$ cat config.mk
export PLATFORM = sky130hd
export DESIGN_NAME = sfq_word_transmitter
export DESIGN_NICKNAME = d
export VERILOG_FILES = /design/src/rtl/sfq_word_transmitter.sv
export SDC_FILE = /design/constraint.sdc
export NUM_CORES = 1
export LEC_CHECK = 0
export CORE_MARGIN = 4
export CORE_UTILIZATION = 39
export CTS_BUF_LIST = sky130_fd_sc_hd__clkbuf_8
export DETAILED_ROUTE_END_ITERATION = 8
export PLACE_DENSITY = 0.58
export SLEW_MARGIN = 20
export SYNTH_ARGS = -nofsm -noshare
export SYNTH_HDL_FRONTEND = slang
export SYNTH_SLANG_ARGS = --single-unit
$ cat constraint.sdc
create_clock -name clkin -period 2.2 [get_ports clkin]
set_input_delay 0.22 -clock clkin [delete_from_list [all_inputs] [get_ports clkin]]
set_output_delay 0.22 -clock clkin [all_outputs]
set_load 0.05 [all_outputs]
$ cat src/rtl/sfq_word_transmitter.sv
// sfq_word_transmitter: serialises words into SFQ data-pulse / clock-pulse pairs for clocked gates
module sfq_word_transmitter #(
  parameter int WIDTH = 8,
  parameter int SETUP_CYC = 2,
  parameter int GAP_CYC = 1,
  parameter bit LSB_FIRST = 1
) (
  input  logic             clkin,
  input  logic             rst,
  input  logic [WIDTH-1:0] word_in,
  input  logic             word_valid,
  output logic             word_ready,
  output logic             data_pulse,
  output logic             clk_pulse,
  output logic             busy,
  output logic [4:0]       bit_idx,
  output logic             frame_done
);
  typedef enum logic [2:0] {IDLE, DATA, SETUP, CLK, GAP} state_t;
  state_t state, nxt, after_clk;
  logic [3:0] cnt, cnt_nxt;
  logic [WIDTH-1:0] sh, src;
  logic [5:0] idx;
  logic acc, last, cur;
  assign acc = word_valid & word_ready;
  assign last = idx == 6'(WIDTH);
  assign src = acc ? word_in : sh;
  assign cur = LSB_FIRST ? src[0] : src[WIDTH-1];
  assign bit_idx = idx[4:0];
  // idx already counts the bit being clocked, so CLK and GAP share one exit decision
  always_comb begin
    nxt = state;
    cnt_nxt = cnt - 4'd1;
    after_clk = last ? IDLE : DATA;
    case (state)
      IDLE:  nxt = acc ? DATA : IDLE;
      DATA: begin
        nxt = SETUP_CYC > 0 ? SETUP : CLK;
        cnt_nxt = 4'(SETUP_CYC - 1);
      end
      SETUP: nxt = cnt == 4'd0 ? CLK : SETUP;
      CLK: begin
        nxt = GAP_CYC > 0 ? GAP : after_clk;
        cnt_nxt = 4'(GAP_CYC - 1);
      end
      GAP:   nxt = cnt == 4'd0 ? after_clk : GAP;
      default: nxt = IDLE;
    endcase
  end
  // outputs are decoded from the next state so pulses line up with the state they belong to
  always_ff @(posedge clkin or posedge rst) begin
    if (rst) begin
      state <= IDLE;
      cnt <= '0;
      sh <= '0;
      idx <= '0;
      data_pulse <= 1'b0;
      clk_pulse <= 1'b0;
      frame_done <= 1'b0;
      busy <= 1'b0;
      word_ready <= 1'b1;
    end else begin
      state <= nxt;
      cnt <= cnt_nxt;
      sh <= acc ? word_in : nxt == CLK ? (LSB_FIRST ? sh >> 1 : sh << 1) : sh;
      idx <= nxt == IDLE ? 6'd0 : nxt == CLK ? idx + 6'd1 : idx;
      data_pulse <= nxt == DATA && cur;
      clk_pulse <= nxt == CLK;
      frame_done <= nxt == IDLE && state != IDLE;
      busy <= nxt != IDLE;
      word_ready <= nxt == IDLE;
    end
  end
endmodule
==> results.ini, run 1 <==
[run]
drv_cap=0

[worst_setup_path]
startpoint=cnt[0]
r2r_end=data_pulse
worstPathRequired_ns=2.38
arrival_ns=2.07
crit_path_end=data_pulse
max_stage_delay_ns=0.40
rr_startpoint=cnt[0]
rrSetupSlack_ns=0.30
crit_slowest_cell=or3b_4
path_max_fanout=3
path_cells=inv_1 > ha_1 > or3b_4 > a2111oi_2 > a21oi_1 > nor4_2
worst_setup_path_end_kind=register
critical_path_class=register to register
worstRegToRegCells=6
crit_path_start_kind=register

[power]
vdd_drop_max_mv=0.566
cellPowerDensity_mw_per_mm2=1320
intPower_mw=1.28
finalPower_mw=2.09
seqPwrFrac_pct=38.9
comb_power_share_pct=42.3
p_switching_mw=0.812
power_frac_clock_pct=18.8
p_leak_nw=0.712
swShare_pct=38.8

[drt]
drt_iter0_markers=43
viasPerCell=4.81
drc=0
antenna_left=0
drt-total-wl_mm=2.33
firstDrtPassIters=4
wl_per_cell_um=12.5
vias=900

[global_routing]
antenna_found_initial=0
grt_usage_pct=12.5
grt_overflow=0
grt_max_degree=27
grt_pass1_vias=912
grt_pass1_wl_mm=4.15

[timing]
slew_viol_final=0
tightestPinTransition_ns=0.505
finalSetupViolCount=0
relSlewSlack_pct=66.2
min_period_over_period_pct=86.3
fin_skew_ns=0.00562
rsz0062_at_grt=no
hold_viol_final=0
fmax_ghz=0.527
min_period_ns=1.90
tns_ns=0

[clock_network]
tritoncts=done
cts_max_level=1
cts_setup_buffers=0
clk_pin_slew_ns=0.09
cts_buffer_depth=2
hold_buffers=0
tritoncts.num_buffers=3
cts_sinks=26
post_cts_resized=0
clk_latency_ns=0.27
clockRootBuffer=clkbuf_8

[outcome]
run_status=completed

[floorplanning]
ios=21
initial_core_util_pct=41.4
rows=20
die_area_mm2=0.00427
core-area_mm2=0.00310
die_h_um=65.4
die_w_um=65.4

[yosys]
yosys_warnings=0
synth.distinct_cells=32
synth_area_per_cell_um2=10.4
ys_seq_area_share_pct=50.8
async_reset_ff_share_pct=100
ys.flop_type=dfrtp_1
synth-edff-count=0
synth_area_mm2=0.00128
synth_cells=123
ys_ff_latch=26
syn_nets=138

[final_layout]
finalNetCount=159
drive_gt1_share_pct=12.6
area.growth.synth_to_final_pct=23.8
fill_cells=305
instances_no_fill=187
utilization_pct=51.2
diodes=0

[hold_path]
hp-class=input pin to asynchronous set/reset pin

[place]
gp_congestion=0.773
dp_cells=183
port_buffers=20
dp_hpwl_mm=1.76

-- sequential cells by signal, indices dropped and copies added (netlist names) --
name        count
sh              8
busy            1
state           3
cnt             4
word_ready      1
idx             6
data_pulse      1
clk_pulse       1
frame_done      1
-- through the flow --
stage,setup slack (ns),cell area [um2],hold slack (ns)
floorplan,0.501,1280,0.259
CTS,0.247,1590,0.307
global route,0.0974,1590,0.324
finish,0.301,1590,0.297
detailed placement,0.274,1520,0.497
global placement,0.298,1520,0.492
-- cells in the mapped netlist (2+ instances only) --
cell	n	area share, %
a21oi_1	12	4.7
and2_1	2	0.97
buf_2	2	0.78
buf_4	5	2.9
dfrtp_1	25	49
ha_1	4	3.9
inv_1	7	2.0
inv_2	2	0.59
mux2i_1	8	6.2
nand2_1	7	2.0
nand3_1	7	2.7
nand4_1	2	0.97
nor2_1	15	4.4
o21ai_1	3	1.2
or3_1	2	0.97
xnor2_1	4	2.7
-- cell type report --
| class | instances | area, um2 | area share, % |
|---|---|---|---|
| clock inverters | 1 | 30.0 | 1.89 |
| flip-flops and latches | 26 | 652 | 41.0 |
| well taps | 44 | 55.1 | 3.46 |
| clock buffers | 3 | 41.3 | 2.60 |
| multi-input cells | 80 | 547 | 34.4 |
| inverters | 9 | 33.8 | 2.13 |
| repair buffers | 24 | 230 | 14.5 |
-- cell families (layout without fill, tap and decap cells) --
logic type               count (synthesis)  in the layout  share of synthesized area [%]
adder cells (fa/ha/maj)                  4              4                           3.90
AO/OA/AOI/OAI                           20             20                           10.5
buffers and inverters                   17             37                           6.63
XOR/XNOR                                 5              5                           3.41
multiplexers                             8              8                           6.24
flip-flops                              26             26                           50.8
AND/OR/NAND/NOR                         43             43                           18.5
-- worst min path at each step --
stage	startpoint	to	slack, ns
after detailed placement	sh[7]	sh[7]	0.50
after global placement	sh[7]	sh[7]	0.49
final	rst	frame_done	0.30
after global routing	rst	frame_done	0.32
after floorplan	rst	busy	0.26
after CTS	rst	sh[6]	0.31
-- power groups by stage --
| stage | clock network, mW | logic, mW | registers [mW] |
|---|---|---|---|
| 6_report | 0.393 | 0.885 | 0.814 |
| 5_1_grt | 0.431 | 0.996 | 0.847 |
| 4_1_cts | 0.406 | 0.903 | 0.817 |
| 3_5_place_dp | 0 | 0.899 | 0.827 |
| 3_3_place_gp | 0 | 0.882 | 0.821 |
| 2_1_floorplan | 0 | 0.595 | 0.888 |
-- layer usage --
| layer | up-vias | global-route usage, % | part of all wire, % | wire length, um |
|---|---|---|---|---|
| met5 | - | 0 | 0 | 0 |
| met1 | 426 | 16.7 | 48 | 1120 |
| met2 | 15 | 19.6 | 45 | 1060 |
| met4 | 0 | 5.44 | 1.9 | 44 |
| met3 | 4 | 2.56 | 4.8 | 112 |
| li1 | 455 | - | - | - |
-- cell usage in the layout (no fill, tap or decap), drive strengths merged, types with 2 or more instances in the layout --
cell | Yosys | final
dfrtp | 25 | 25
clkdlybuf4s50 | 0 | 20
nor2 | 15 | 15
a21oi | 12 | 12
inv | 9 | 9
mux2i | 8 | 8
nand2 | 8 | 8
nand3 | 7 | 7
xnor2 | 4 | 4
ha | 4 | 4
buf | 7 | 4
o21ai | 3 | 3
clkbuf | 1 | 3
and2 | 2 | 2
nand4 | 2 | 2
or3 | 2 | 2
nor3b | 2 | 2
-- critical path, delay by kind of cell, from the launching register on --
| kind | cells | cell delay, ns |
|---|---|---|
| adders and majority gates | 1 | 0.17 |
| buffers and inverters | 1 | 0.11 |
| and+or+nand+nor | 2 | 0.68 |
| AOI/OAI and AO/OA | 2 | 0.47 |
| DFF | 1 | 0.39 |
Power figures use the tool's default switching activity.
==> inputs of run 2 (changes only) <==
- CTS_CLUSTER_SIZE: unset -> 20
==> results of run 2 <==
No change in the layout: final DEF, timing and power equal those of run 1.
==> inputs of run 3 (changes only) <==
- SLEW_MARGIN: 20 -> unset
==> results of run 3 <==
No change in the layout: final DEF, timing and power equal those of run 1.
